File: src/rtl/cam_pixel_receive.sv
// -----------------------------------------------------------------------------
// cam_pixel_receive
//
// DVP camera pixel receiver for OV-series sensors. It lives in the PCLK domain
// directly behind the sensor pins. It packs BYTES_PER_PIXEL bus beats into one
// pixel word, with the first beat in the MSBs. Each presented pixel carries
// column/line coordinates and frame/line markers. Capture starts and stops on
// whole-frame boundaries only. The first SKIP_FRAMES frames after reset are
// discarded, and lines whose byte count is not a multiple of BYTES_PER_PIXEL
// are flagged.
//
// Ports
//   pclk_i        pixel clock, all logic on the rising edge
//   rst_i         synchronous reset, active-low
//   d_i           sensor data bus
//   vsync_i       high = vertical blanking
//   href_i        high = valid line data
//   en_i          capture enable, sampled only at frame start (vsync fall)
//   pixelReady_o  one-cycle strobe: pixel_o / x_o / y_o valid
//   pixel_o       assembled pixel word
//   x_o, y_o      column / line of the presented pixel
//   frameStart_o  strobe with the first pixel of a captured frame
//   frameEnd_o    strobe at the end of a captured frame
//   lineEnd_o     strobe at the end of each captured line
//   lineLen_o     pixel count of the line just ended (valid with lineEnd_o)
//   lineErr_o     strobe: line ended with a partial pixel
//   frameCount_o  captured frames completed, wraps 255 -> 0
//
// Handshake: every output strobe is a valid-only pulse with no ready.
// Downstream logic must accept each pulse in the cycle it is high. The
// sensor cannot be stalled, so there is no backpressure path.
// -----------------------------------------------------------------------------
module cam_pixel_receive #(
  parameter int DATA_W          = 8,
  parameter int BYTES_PER_PIXEL = 2,
  parameter int X_W             = 11,
  parameter int Y_W             = 10,
  parameter int SKIP_FRAMES     = 1
) (
  input  logic                              pclk_i,
  input  logic                              rst_i,
  input  logic [DATA_W-1:0]                 d_i,
  input  logic                              vsync_i,
  input  logic                              href_i,
  input  logic                              en_i,
  output logic                              pixelReady_o,
  output logic [DATA_W*BYTES_PER_PIXEL-1:0] pixel_o,
  output logic [X_W-1:0]                    x_o,
  output logic [Y_W-1:0]                    y_o,
  output logic                              frameStart_o,
  output logic                              frameEnd_o,
  output logic                              lineEnd_o,
  output logic [X_W-1:0]                    lineLen_o,
  output logic                              lineErr_o,
  output logic [7:0]                        frameCount_o
);

  localparam int PIX_W  = DATA_W * BYTES_PER_PIXEL;
  localparam int CNT_W  = 2;  // byte counter covers 1..4 beats per pixel
  localparam int SKIP_W = 8;
  localparam logic [CNT_W-1:0] LAST_BEAT = CNT_W'(BYTES_PER_PIXEL - 1);

  typedef enum logic [1:0] {
    S_SYNC   = 2'd0,  // wait for a clean frame boundary
    S_VBLANK = 2'd1,  // blanking, decide at vsync fall whether to capture
    S_SKIP   = 2'd2,  // frame being discarded
    S_ACTIVE = 2'd3   // frame being captured
  } state_e;

  state_e              state_q, state_d;
  logic                href_dly_q, vsync_dly_q;
  logic [CNT_W-1:0]    cnt_q, cnt_d;
  logic [SKIP_W-1:0]   skip_q, skip_d;
  logic [PIX_W-1:0]    asm_q, asm_d;
  logic [X_W-1:0]      x_q, x_d;
  logic [Y_W-1:0]      y_q, y_d;
  logic                armed_q, armed_d;

  logic                rdy_q, rdy_d;
  logic [PIX_W-1:0]    pixel_q, pixel_d;
  logic [X_W-1:0]      xo_q, xo_d;
  logic [Y_W-1:0]      yo_q, yo_d;
  logic                fstart_q, fstart_d;
  logic                fend_q, fend_d;
  logic                lend_q, lend_d;
  logic [X_W-1:0]      llen_q, llen_d;
  logic                lerr_q, lerr_d;
  logic [7:0]          fcount_q, fcount_d;

  logic                vs_rise, vs_fall, href_fall;
  logic                capture, line_end;
  logic [PIX_W-1:0]    pix_word;

  assign vs_rise   = vsync_i & ~vsync_dly_q;
  assign vs_fall   = ~vsync_i & vsync_dly_q;
  assign href_fall = ~href_i & href_dly_q;

  // Capture and line end never coincide. A capture needs href high and vsync
  // low, while a line end needs href falling or vsync rising.
  assign capture  = (state_q == S_ACTIVE) & ~vsync_i & href_i;
  assign line_end = (state_q == S_ACTIVE) & (href_fall | (vs_rise & href_dly_q));

  // Shift the new beat into the LSBs. Once BYTES_PER_PIXEL beats have been
  // taken, the first beat sits in the MSBs.
  assign pix_word = (asm_q << DATA_W) | PIX_W'(d_i);

  always_comb begin
    state_d  = state_q;
    cnt_d    = cnt_q;
    skip_d   = skip_q;
    asm_d    = asm_q;
    x_d      = x_q;
    y_d      = y_q;
    armed_d  = armed_q;
    rdy_d    = 1'b0;
    pixel_d  = pixel_q;
    xo_d     = xo_q;
    yo_d     = yo_q;
    fstart_d = 1'b0;
    fend_d   = 1'b0;
    lend_d   = 1'b0;
    llen_d   = llen_q;
    lerr_d   = 1'b0;
    fcount_d = fcount_q;

    unique case (state_q)
      S_SYNC: begin
        if (vsync_i) state_d = S_VBLANK;
      end

      S_VBLANK: begin
        if (vs_fall) begin
          if (!en_i) begin
            state_d = S_SKIP;
          end else if (skip_q != '0) begin
            skip_d  = skip_q - 1'b1;
            state_d = S_SKIP;
          end else begin
            state_d = S_ACTIVE;
            x_d     = '0;
            y_d     = '0;
            cnt_d   = '0;
            armed_d = 1'b1;
          end
        end
      end

      S_SKIP: begin
        if (vs_rise) state_d = S_VBLANK;
      end

      S_ACTIVE: begin
        if (capture) begin
          asm_d = pix_word;
          if (cnt_q == LAST_BEAT) begin
            pixel_d = pix_word;
            rdy_d   = 1'b1;
            xo_d    = x_q;
            yo_d    = y_q;
            cnt_d   = '0;
            x_d     = (x_q == '1) ? x_q : x_q + 1'b1;
            if (armed_q) begin
              fstart_d = 1'b1;
              armed_d  = 1'b0;
            end
          end else begin
            cnt_d = cnt_q + 1'b1;
          end
        end

        if (line_end) begin
          lend_d = 1'b1;
          llen_d = x_q;
          lerr_d = (cnt_q != '0);
          cnt_d  = '0;
          x_d    = '0;
          y_d    = (y_q == '1) ? y_q : y_q + 1'b1;
        end

        if (vs_rise) begin
          state_d  = S_VBLANK;
          fend_d   = 1'b1;
          fcount_d = fcount_q + 8'd1;
        end
      end

      default: state_d = S_SYNC;
    endcase
  end

  always_ff @(posedge pclk_i) begin
    if (!rst_i) begin
      state_q     <= S_SYNC;
      href_dly_q  <= 1'b0;
      vsync_dly_q <= 1'b0;
      cnt_q       <= '0;
      skip_q      <= SKIP_W'(SKIP_FRAMES);
      asm_q       <= '0;
      x_q         <= '0;
      y_q         <= '0;
      armed_q     <= 1'b0;
      rdy_q       <= 1'b0;
      pixel_q     <= '0;
      xo_q        <= '0;
      yo_q        <= '0;
      fstart_q    <= 1'b0;
      fend_q      <= 1'b0;
      lend_q      <= 1'b0;
      llen_q      <= '0;
      lerr_q      <= 1'b0;
      fcount_q    <= '0;
    end else begin
      state_q     <= state_d;
      href_dly_q  <= href_i;
      vsync_dly_q <= vsync_i;
      cnt_q       <= cnt_d;
      skip_q      <= skip_d;
      asm_q       <= asm_d;
      x_q         <= x_d;
      y_q         <= y_d;
      armed_q     <= armed_d;
      rdy_q       <= rdy_d;
      pixel_q     <= pixel_d;
      xo_q        <= xo_d;
      yo_q        <= yo_d;
      fstart_q    <= fstart_d;
      fend_q      <= fend_d;
      lend_q      <= lend_d;
      llen_q      <= llen_d;
      lerr_q      <= lerr_d;
      fcount_q    <= fcount_d;
    end
  end

  assign pixelReady_o = rdy_q;
  assign pixel_o      = pixel_q;
  assign x_o          = xo_q;
  assign y_o          = yo_q;
  assign frameStart_o = fstart_q;
  assign frameEnd_o   = fend_q;
  assign lineEnd_o    = lend_q;
  assign lineLen_o    = llen_q;
  assign lineErr_o    = lerr_q;
  assign frameCount_o = fcount_q;

endmodule
File: config.mk
export PLATFORM = sky130hd
export DESIGN_NAME = cam_pixel_receive
export DESIGN_NICKNAME = d
export VERILOG_FILES = /design/src/rtl/cam_pixel_receive.sv
export SDC_FILE = /design/constraint.sdc
export NUM_CORES = 1
export LEC_CHECK = 0
export CORE_MARGIN = 2
export CORE_UTILIZATION = 32
export DETAILED_ROUTE_END_ITERATION = 7
export PLACE_DENSITY = 0.52
export SKIP_LAST_GASP = 1
export SLEW_MARGIN = 20
export SYNTH_ARGS = -nofsm -noshare
export SYNTH_HDL_FRONTEND = slang
export SYNTH_SLANG_ARGS = --single-unit
File: constraint.sdc
create_clock -name pclk_i -period 5.8 [get_ports pclk_i]
set_clock_uncertainty 0.05 [all_clocks]
set_input_delay 0.87 -clock pclk_i [delete_from_list [all_inputs] [get_ports pclk_i]]
set_output_delay 0.87 -clock pclk_i [all_outputs]
set_load 0.03 [all_outputs]
# --- Word level (Yosys, flattened, before mapping) ---
# Index checks and enable logic that the tools add are counted.
word_totals:
  wordCells: 110
  inputBits: 13
  out_inout_bits: 61
  reg_bits: 105
op_classes:
  mux: 37
  bitwise: 12
  addsub: 5
  n_reduce_logical: 19
  eq_ne: 18
ops:
  columns: ["cell", "n"]
  rows:
  - ["11-bit two-way mux", 7]
  - ["10-bit two-way mux", 5]
  - ["11-bit case mux with 2 select lines", 1]
  - ["10-bit case mux with 2 select lines", 1]
  - ["2-bit two-way mux", 9]
  - ["16-bit by 8-bit bitwise OR with 16-bit output", 1]
  - ["2-bit inequality test (second input constant)", 7]
  - ["3-bit AND reduction", 4]
  - ["6-bit AND reduction", 2]
  - ["11-bit by 1-bit adder with 11-bit output (second input constant)", 1]
  - ["11-bit == test (second input constant)", 1]
  - ["1-bit two-way mux", 11]
  - ["10-bit by 1-bit adder with 10-bit output (second input constant)", 1]
  - ["10-bit == test (second input constant)", 1]
  - ["8-bit by 1-bit adder with 8-bit output (second input constant)", 1]
  - ["2-bit AND reduction", 4]
  - ["4-bit AND reduction", 2]
  - ["8-bit nonzero test", 1]
  - ["8-bit by 1-bit subtractor with 8-bit output (second input constant)", 1]
  - ["1-bit bitwise AND", 7]
  - ["7-bit AND reduction", 1]
  - ["3-bit inequality test (second input constant)", 2]
  - ["2-bit case mux with 3 select lines", 1]
  - ["5-bit AND reduction", 1]
  - ["other kinds (12)", 18]

# --- Depth between registers and ports, before layout ---
# Gate-level depths: netlist of run 1.
depth:
  depth_word: 7
  mapped_depth: 8
  mapped_depth_nobuf: 7

# --- Worst setup path before layout of run 1 ---
# No wires, ideal clock.
synth_path:
  path_type: "in2reg"
  start: "in vsync_i"
  end: "reg x_q[9]"
  setup_slack_ns: 3.535
  path_buffers: 1
  t_required_ns: 5.633
  arrival_ns: 2.097
  cell_stages: 6
  setup_ns: 0.117
  path_cell_list: "nand4bb_1 nor4_4 or2_1 buf_6 o22ai_1 a32o_1"
synth_via:
  elab_chain_len: 6
  word_cells_on_any_way: 15
  cone_classes: "eq/ne: 4; mux: 2; bitwise: 8; reduce/logical: 1"
synth_lines:
  columns: ["element", "line_no", "rtl"]
  rows:
  - ["start: declaration", "43", "input logic vsync_i,"]
  - ["1-bit bitwise AND", "94", "assign vs_rise = vsync_i & ~vsync_dly_q;"]
  - ["1-bit bitwise AND", "101", "assign line_end = (state_q == S_ACTIVE) & (href_fall | (vs_rise & href_dly_q));"]
  - ["1-bit bitwise OR", "101", null]
  - ["1-bit bitwise AND", "101", null]
  - ["3-bit inequality test (no source line), or another cell as far along", null, null]
  - ["7-bit AND reduction (no source line) or 11-bit case mux with 2 select lines (tied branches)", null, null]
  - ["end signal: assignment", "199", "x_q <= '0;"]
  - ["end signal: assignment", "219", "x_q <= x_d;"]
  - ["end: declaration", "75", "logic [X_W-1:0] x_q, x_d;"]
# Several ways; a longest one is shown, not always the timed one.
# A chain may end at the register's enable or synchronous reset.

==> results of run 1 <==
-- layout make-up --
type	count	area (sq um)
clock buffers	10	229.0
clock inverters	6	68.82
fillers	1312	7702
inverters	9	33.78
multi-input cells	357	1976
flip-flops and latches	105	2102
well taps	176	220.2
repair buffers	76	753.2
-- state kept, by name (all words and copies together) (netlist names) --
signal and count:
y_q 10, pixelReady_o 1, x_o 11, pixel_o 16, href_dly_q 1, frameEnd_o 1
lineEnd_o 1, lineErr_o 1, x_q 11, cnt_q 2, frameStart_o 1, skip_q 8
vsync_dly_q 1, frameCount_o 8, armed_q 1, state_q 2, asm_q 8, y_o 10
lineLen_o 11
-- how the worst max path moves through the flow --
stage / to / depth (start not counted)
4_1_cts: x_q[9] / 5
5_1_grt: x_q[9] / 5
6_report: x_q[9] / 5
3_5_place_dp: x_q[9] / 5
3_3_place_gp: x_q[9] / 5
2_1_floorplan: x_q[9] / 6
-- report_power, final --
part           switching (uW)  internal, uW  total, uW
Combinational            21.5          11.4       32.9
Clock                     275           336        611
Sequential               2.10           722        724
Total                     298          1070       1370
-- worst reg2reg max path: cells and delay by family (launching register included) --
kind            cells  cell delay [ns]
compound gates      2             0.99
flops               1             0.47
simple gates        3             1.02
-- layout by cell type (no fill, tap or decap), drive strengths merged, types with 10 or more instances in the layout --
cell type,synthesis,routed
a21oi,60,60
mux2i,12,12
clkdlybuf4s50,0,73
nand3,16,16
clkbuf,20,10
dfxtp,105,105
nand4,11,11
nor2,48,48
nor3,11,11
nand2,108,108
xor2,11,11
-- per-layer routing --
layer / wire length, um / vias up / share of wire / track usage
met3: 364 / 17 / 0.035 / 0.02778
met5: 0 / - / 0 / 0
met2: 4958 / 72 / 0.47 / 0.2489
met1: 4891 / 1754 / 0.47 / 0.2016
li1: - / 1836 / - / -
met4: 250 / 0 / 0.024 / 0.07292
-- cell families after synthesis --
| group | Yosys count | synth area share |
|---|---|---|
| and+or+nand+nor | 227 | 0.2528 |
| DFF | 105 | 0.4962 |
| AOI/OAI and AO/OA | 99 | 0.1423 |
| buffers and inverters | 39 | 0.03751 |
| xor gates and xnor gates | 15 | 0.03101 |
| muxes | 12 | 0.02835 |
| adders and majority gates | 4 | 0.01181 |
-- metrics by stage --
stage	cells	area (sq um)	hold WS, ns	util	setup slack, ns
global placement	723	5085	0.3872	0.3886	2.199
floorplan	501	4237	0.3723	-	3.535
CTS	739	5383	0.4031	0.4114	2.568
global route	739	5383	0.4240	0.4114	2.334
detailed placement	723	5085	0.3913	0.3886	2.195
finish	739	5383	0.3966	0.4114	2.588
==> summary by stage, run 1 <==
Status
The flow ran to the end, and the final reports show no timing, DRC or antenna violations.

Floorplan
The vertical die dimension is 119.1 um. The region available for standard cell placement spans 13090 sq um. The effective utilization at floorplan is 0.3238. For this design the top-level I/O count stands at 74. The floorplan step defined a die boundary enclosing 14180 sq um. The floorplan has 42 rows. The die width is 119.1 um.

Worst setup path
The worst register-to-register path has a depth of 5. In this run the register-to-register setup slack is 3.18 ns. The startpoint of the lowest-slack register-to-register path is state_q[1].

The critical path goes through clkdlybuf4s50_1, inv_2, buf_4, nor3_1, a32o_1. The critical path starts at rst_i. The worst endpoint required time is 5.99 ns. On the worst path, the slowest cell contributes a delay of 0.86 ns. The critical-path maximum fanout is 52.

The largest delay contributor family on the critical path is buffers and inverters. The worst register-to-register path ends at y_q[4]. The nature of the critical path startpoint is a primary input. The slowest cell on the critical path is inv_2. The worst setup path is of the primary input to register kind. The sum of buffers and inverters on the critical path is 3.

STA classifies the critical path endpoint as a register. STA puts the critical path data arrival time at 3.40 ns.

Power
The design draws 1368 uW. The power density normalized to cell area is 254.2 nW/um^2. In this run the static leakage power is 0.001763 uW. Across the VDD grid, the largest voltage drop is 0.1215 mV.

Synthesis
The number of flops mapped to enable cells by yosys is 0. The synthesized flop and latch total is 105. The number of nets in the synthesized netlist is 518.

The leading cell type by number of instances after synthesis is nand2_1. The fraction of registers with async set or reset after synthesis is 0. Synthesis handed over a netlist of 501 instances. The number of distinct standard cells referenced by the synthesized netlist is 55. The dominant cell type by area after synthesis is dfxtp_1. Ranked by instance count, the synthesized netlist is headed by nand2_1 (108), dfxtp_1 (105), a21oi_1 (60), nor2_1 (48), clkbuf_1 (20).

Yosys printed 0 warnings. Summing every instance area after synthesis gives 4237 sq um. Of the post-synthesis cell area, the dominant cell type holds 0.4962. The sequential share of the synthesized area is 0.4962. A synthesized cell averages 8.456 sq um. The flip-flop cell with the highest count after synthesis is dfxtp_1. By area the synthesized netlist is led by dfxtp_1 (50%), nand2_1 (9.6%), a21oi_1 (7.1%), nor2_1 (4.3%), mux2i_1 (2.8%).

Clocking
The number of buffers added to fix hold violations after cts is 0. The clock passes through at most 2 buffers. The tree is rooted in a clkbuf_16.

Gates resized during post-CTS repair numbered 0. The number of buffers inserted to repair setup after CTS is 0. The number of H-tree levels is 3. The clock tree from TritonCTS is yes.

Clock-pin slew was measured on the worst setup and hold paths at 0.07 ns. The clock insertion delay at the later pin of the skew report is 0.35 ns. Counting every sink on the clock net gives 105. Buffers inserted during clock tree synthesis total 9.

STA
Setup violations remaining at the end of the flow were counted as 0. The final-report max-slew violation count is 0. Setup repair after global routing left no endpoint under its margin. The worst pin sits at a relative slew slack of 0.4098.

Counting I/O delays and the setup requirement, the final critical path takes 3.212 ns. The transition at the pin with the smallest max-transition slack is 0.8840 ns. The total count of hold-check failures in the final report is 0. The share of the clock period used by the worst path after layout is 0.5538. The summed negative setup slack over all endpoints is 0 ns. The fmax is 0.3113 GHz.

Finish
The final layout contains 575 nets. The repair_antennas step left the layout with diodes totalling 0. From synthesis to final layout, the design area changed by 27.05%. In the final layout, the share of cells above drive strength 1 is 0.05861.

Min path
In this run the most critical hold path is launched from armed_q. The worst hold path stage count is 2. The kind of path behind the tightest hold check is register to register. The sink of the worst hold path is frameStart_o.

Detailed routing
The final antenna-violating net count is 0. Summing over every cut layer, the via total after detailed routing is 3679. The number of design rule violations left after detail routing is 0. The iteration-0 DRC count of the detailed router is 238. In the final routed layout, each cell accounts on average for 14.16 um. Wires add up to 10.47 mm. The number of vias per cell is 4.978. The first TritonRoute pass finished after 4 iterations.

GRT
Global routing finished with a remaining overflow of 0. The global-route wire length before repair is 17.62 mm. The global-route total usage across every layer is 0.1549. Entering global routing, the biggest net connects 53 pins. The number of global-route vias before repair came to 3563. The initial antenna violation count was 0.

Job
The number of maximum-capacitance violations is 0.

Placement
Summed over all nets, the half-perimeter wirelength after detailed placement is 7.133 mm. Input and output buffers added on the ports amount to 73. The final weighted congestion in routability-driven placement is 0.7848.
Note: power is estimated with default switching activity, not from simulation.
==> run 2: changes to the inputs <==
- clock period: 5.8 -> 3.1 ns (I/O delays scaled with it)
==> summary by stage, run 2 (synthesis results as in run 1) <==
Finish
The fraction of layout instances using a drive strength above 1 is 0.06667 (+0.008052). Relative to the synthesized area, the layout overhead comes to 28.03%. In the layout the commonest cells are nand2_1 (108), dfxtp_1 (105), clkdlybuf4s50_1 (73). The number of flip-flops in the largest register is 16 (unchanged).

The net total in the final layout came to 583 (+1.4%). The most common cell after layout, fill and taps aside is nand2_1. The count of antenna diodes in the layout is 0 (unchanged). The non-filler instance count after layout came to 746 (+0.95%).

The count of filler cells inserted in the layout was 1328 (+1.2%).

Power
The leakage power summed over all cells came to 0.001793 uW (+1.7%). The largest vdd supply drop is 0.2821 mV (+130%). The power density normalized to cell area is 465.5 nW/um^2 (+83%).

STA
The setup violation total in the final timing report is 0 (unchanged). The normalized max-slew margin is 0.5725 (+0.1627). The transition at the pin with the smallest max-transition slack is 0.6403 ns (-0.2438 ns).

The final-report max-slew violation count is 0 (unchanged). Setup repair after global routing left no endpoint under its margin. Based on the critical path, the design can be clocked at up to 0.4073 GHz.

The summed negative setup slack over all endpoints is 0 ns (unchanged). The total count of hold-check failures in the final report came to 0 (unchanged). Subtracting the final worst setup slack from the clock period gives 2.455 ns. The worst hold margin is 0.4041 ns (+0.007522 ns).

The share of the clock period used by the worst path after layout is 0.7920. The worst setup slack after layout is 0.6448 ns (-1.943 ns).

GRT
The global-route wire length before repair is 17.61 mm (about the same). The initial antenna violation count was 0 (unchanged). The global-route total usage across every layer came to 0.1564 (+0.001476).

The largest net degree at the start of global routing is 42 (-21%). The total overflow reported by the global router is 0 (unchanged). The number of global-route vias before repair is 3521 (-1.2%).

Clocking
The clock-pin slew of the registers on the worst-case setup and hold paths is 0.07 ns (about the same). The number of buffers created by CTS is 9 (unchanged). The clock sink total is 105 (unchanged). The clock tree from TritonCTS is yes. The buffer depth of the longest clock path came to 2 (unchanged). The root buffer selected by CTS is clkbuf_16. The number of buffers inserted to repair setup after CTS is 0 (unchanged). The number of buffers added to fix hold violations after cts is 0 (unchanged).

The number of H-tree levels came to 3 (unchanged). The number of gates resized after CTS is 0 (unchanged). The clock insertion delay at the later pin of the skew report is 0.34 ns (about the same).

Worst setup path
The number of cell instances on the worst register-to-register path is 6 (+1). The worst setup path is launched from a register. The critical-path maximum fanout was 7 (-87%).

The largest individual stage delay along the critical path comes from the cell or4_4. In this design, the largest share of critical-path delay is due to simple AND/OR/NAND/NOR gates. The type of element capturing the critical path is a register. The sum of buffers and inverters on the critical path came to 0 (-3). The number of logic stages on the critical path including buffering is 6 (+1). The data arrival at the endpoint of the critical path is 2.64 ns (-0.76 ns). The delay contributed by the slowest stage of the critical path was 0.54 ns (-0.32 ns).

The slack of the worst reg-to-reg path was 0.64 ns (-2.54 ns). The worst endpoint required time came to 3.28 ns (-2.71 ns). The type of the setup path with the least slack is register to register. The signal on the critical path passes through ha_1, nand4_1, or4_4, a211oi_2, nor3_1, o221a_2.

Placement
The final weighted congestion in routability-driven placement is 0.8500 (+8.3%). The number of buffer cells added on primary ports was 73 (unchanged). The number of placed cells counting well taps is 731 (+1.1%). The placed wire-length estimate after detailed placement is 7.484 mm (+4.9%). The worst setup timing slack at the placement stage was 0.4429 ns (-1.752 ns).

Floorplan
The number of cell rows came to 42 (unchanged). The vertical die dimension is 119.1 um (unchanged). The standard cell core area is 13090 sq um (unchanged). The total I/O pin count is 74 (unchanged). The die width is 119.1 um (unchanged). The total die area is 14180 sq um (unchanged). The effective utilization at floorplan is 0.3238 (unchanged).

Detailed routing
The iteration-0 DRC count of the detailed router was 148 (-38%). The post-detailed-routing wire length came to 10.70 mm (+2.2%). The number of design rule violations left after detail routing is 0 (unchanged). The number of vias per cell is 4.912 (-1.3%). The average wire per cell in the routed design is 14.34 um (+1.3%).

The overall via count from detail_route came to 3664 (-0.41%). The number of detailed-route iterations in the first pass was 4 (unchanged). The final antenna-violating net count came to 0 (unchanged).

Job
The number of maximum-capacitance violations is 0 (unchanged).

Min path
The kind of path behind the tightest hold check is register to register. The worst hold path stage count is 2 (unchanged).

Status
The flow ran to the end, and the final reports show no timing, DRC or antenna violations.
run 2: cell count changes in the layout (fill, tap and decap cells not counted):
cell / before / now
buf_4: 3 / 11
clkinv_4: 3 / 0
clkbuf_1: 1 / 3
run 2: per-layer routing:
| metal | wire length, um | global-route usage | vias up | share of wire |
|---|---|---|---|---|
| met3 | 259 | 0.02874 | 11 | 0.024 |
| met4 | 184 | 0.06250 | 0 | 0.017 |
| met5 | 0 | 0 | - | 0 |
| met2 | 5212 | 0.2593 | 43 | 0.49 |
| met1 | 5042 | 0.2008 | 1756 | 0.47 |
| li1 | - | - | 1854 | - |
run 2: cell type report:
type,instances,area [sq um],area share
inverter,9,33.78,0.006228
sequential,105,2102,0.3875
multi-input combinational,357,1976,0.3642
clock buffer,12,236.5,0.04360
clock inverter,3,42.54,0.007843
timing repair buffer,84,813.3,0.1499
tap,176,220.2,0.04060
run 2: worst min-delay path: stages (launching register included):
cell	delay [ns]
dfxtp_1	0.31
nand2_1	0.05
a21oi_1	0.05
run 2: path summary, 6_finish.rpt:
| check | start | end |
|---|---|---|
| max | x_q[0] | x_q[5] |
| min reg2reg | y_o[6] | y_o[6] |
| min | y_o[6] | y_o[6] |
| max reg2reg | x_q[0] | x_q[5] |
run 2: power by group:
group	total [uW]	internal (uW)	switching (uW)
Combinational	67.7	25.4	42.2
Sequential	1360	1350	4.18
Clock	1100	622	480
Total	2520	2000	526
run 2: per-stage QoR:
step                instance area (sq um)  total power, uW  utilization
CTS                                  5424             2563       0.4145
finish                               5424             2525       0.4145
floorplan                            4237             1419            -
global route                         5424             2631       0.4145
detailed placement                   5145             1455       0.3932
global placement                     5145             1454       0.3932
==> run 3: changes to the inputs <==
- PLACE_DENSITY: 0.52 -> 0.54
- clock period: 3.1 -> 2 ns (I/O delays scaled with it)
==> summary by stage, run 3 (synthesis results as in run 1) <==
Placement
The worst setup timing slack at the placement stage came to -0.3374 ns (-0.7803 ns). The placed wire-length estimate after detailed placement is 8.026 mm (+7.2%). The final weighted congestion in routability-driven placement is 0.8350 (-1.8%). The number of buffer cells added on primary ports is 73 (unchanged). The number of placed cells counting well taps is 788 (+7.8%).

Detailed routing
The number of design rule violations left after detail routing is 0 (unchanged). The average wire per cell in the routed design was 13.94 um (-2.8%). The final antenna-violating net count is 0 (unchanged). The number of detailed-route iterations in the first pass is 5 (+1). The overall via count from detail_route is 3913 (+6.8%). The post-detailed-routing wire length was 11.29 mm (+5.5%). The iteration-0 DRC count of the detailed router is 296 (+100%). The number of vias per cell is 4.831 (-1.6%).

Power
The power after layout came to 4147 uW (+64%). The power density normalized to cell area is 683.3 nW/um^2 (+47%). The part of the power in registers is 0.506 (-0.031). The power dissipated by switching net loads is 864.6 uW (+64%).

The proportion of power drawn by the clock network is 0.464 (+0.028). The largest vdd supply drop is 0.4217 mV (+49%). The share of total power in combinational logic is 0.030 (+0.003).

The leakage power summed over all cells came to 0.002170 uW (+21%). The cell internal power dissipation is 3282 uW (+64%). The switching portion of total power is 0.2085 (about the same).

Floorplan
The effective utilization at floorplan is 0.3238 (unchanged). The total I/O pin count came to 74 (unchanged). The number of cell rows is 42 (unchanged).

The die width is 119.1 um (unchanged). The standard cell core area is 13090 sq um (unchanged). The total die area is 14180 sq um (unchanged). The vertical die dimension came to 119.1 um (unchanged).

GRT
The total overflow reported by the global router is 0 (unchanged). The largest net degree at the start of global routing was 33 (-21%). The number of global-route vias before repair came to 3837 (+9.0%). The global-route total usage across every layer was 0.1621 (+0.005685). The initial antenna violation count is 0 (unchanged). The global-route wire length before repair came to 18.69 mm (+6.2%).

Worst setup path
The data arrival at the endpoint of the critical path is 2.30 ns (-0.34 ns). The type of element capturing the critical path is a register. The number of cell instances on the worst register-to-register path is 6 (unchanged).

The critical-path maximum fanout is 5 (-2). The type of the setup path with the least slack is register to register. The worst endpoint required time is 2.22 ns (-1.06 ns). The worst setup path is launched from a register.

Status
The run finished, with violations left. The checks that failed: negative setup slack.

Clocking
The clock insertion delay at the later pin of the skew report is 0.34 ns (about the same). The clock-pin slew of the registers on the worst-case setup and hold paths is 0.07 ns (about the same). The buffer depth of the longest clock path is 2 (unchanged). The root buffer selected by CTS is clkbuf_16. The number of buffers added to fix hold violations after cts is 0 (unchanged). The number of buffers created by CTS is 9 (unchanged). The number of H-tree levels is 3 (unchanged). TritonCTS built the clock tree. The clock sink total is 105 (unchanged).

Finish
The most common cell after layout, fill and taps aside is nand2_1. The count of antenna diodes in the layout is 0 (unchanged). In the layout the commonest cells are nand2_1 (108), dfxtp_1 (100), clkdlybuf4s50_1 (73). The count of filler cells inserted in the layout came to 1275 (-4.0%).

The net total in the final layout is 646 (+11%). The layout overhead on the synthesized area is 43.24%. The non-filler instance count after layout is 810 (+8.6%). The number of flip-flops in the largest register is 16 (unchanged).

The fraction of layout instances using a drive strength above 1 came to 0.1893 (+0.1226).

STA
The fmax is 0.4809 GHz (+18%). The normalized max-slew margin was 0.7265 (+0.1540). The share of the clock period used by the worst path after layout was 1.040 (+0.2476). The setup violation total in the final timing report came to 8 (+8). The worst setup slack after layout is -0.07925 ns (-0.7240 ns). The summed negative setup slack over all endpoints is -0.2780 ns (-0.2780 ns).

The total count of hold-check failures in the final report is 0 (unchanged). The transition at the pin with the smallest max-transition slack is 0.4090 ns (-0.2312 ns). The minimum clock period after layout is 2.079 ns (-0.3760 ns). The worst hold margin came to 0.3935 ns (-0.01060 ns). Setup repair after global routing could not meet its margin everywhere. The final-report max-slew violation count came to 0 (unchanged).

Min path
The worst hold path belongs to the class register to register. The worst hold path stage count came to 2 (unchanged).

Job
The number of maximum-capacitance violations was 0 (unchanged).
run 3: changes by cell type in the layout (fill, tap and decap cells not counted), sizes merged:
cell,before,now
bufinv,1,2
buf,11,74
run 3: area by class of cell:
type,instances,area [sq um],area share
repair buffers,147,1330,0.2192
clock inverters,4,76.32,0.01258
inverters,9,33.78,0.005567
well taps,176,220.2,0.03629
clock buffers,12,246.5,0.04062
multi-input cells,357,2053,0.3384
flip-flops and latches,105,2108,0.3474
run 3: power groups by stage:
| stage | clock, uW | sequential [uW] | combinational, uW |
|---|---|---|---|
| after global routing | 2050 | 2100 | 135 |
| after CTS | 1960 | 2100 | 124 |
| final | 1920 | 2100 | 124 |
| after global placement | 0 | 2150 | 121 |
| after detailed placement | 0 | 2150 | 122 |
| after floorplan | 0 | 2150 | 53.3 |
run 3: worst max-delay path: stages, from the launching register on:
cell	delay [ns]
dfxtp_2	0.32
or4_4	0.55
nor4_4	0.36
buf_4	0.19
a211oi_4	0.04
or3b_1	0.35
a21oi_1	0.14
run 3: path summary, 6_finish.rpt:
check        slack (ns)            to  startpoint
max               -0.08        x_q[1]   skip_q[4]
min                0.39  frameStart_o     armed_q
max reg2reg       -0.08        x_q[1]   skip_q[4]
min reg2reg        0.39  frameStart_o     armed_q
run 3: timing repair:
item	CTS	global route
pin swaps	12	13
setup endpoints to repair	19	25
setup buffers	6	2
gates resized for setup	8	13
run 3: metrics by stage:
stage | utilization | instance area (sq um)
5_1_grt | 0.4638 | 6068
2_1_floorplan | - | 4268
6_report | 0.4638 | 6068
3_3_place_gp | 0.4301 | 5628
3_5_place_dp | 0.4301 | 5628
4_1_cts | 0.4606 | 6027
run 3: routing by layer:
| metal | track usage | vias to the layer above | routed length [um] |
|---|---|---|---|
| met4 | 0.04762 | 0 | 148 |
| li1 | - | 1972 | - |
| met3 | 0.02538 | 10 | 288 |
| met5 | 0 | - | 0 |
| met2 | 0.2856 | 63 | 5681 |
| met1 | 0.2038 | 1868 | 5170 |
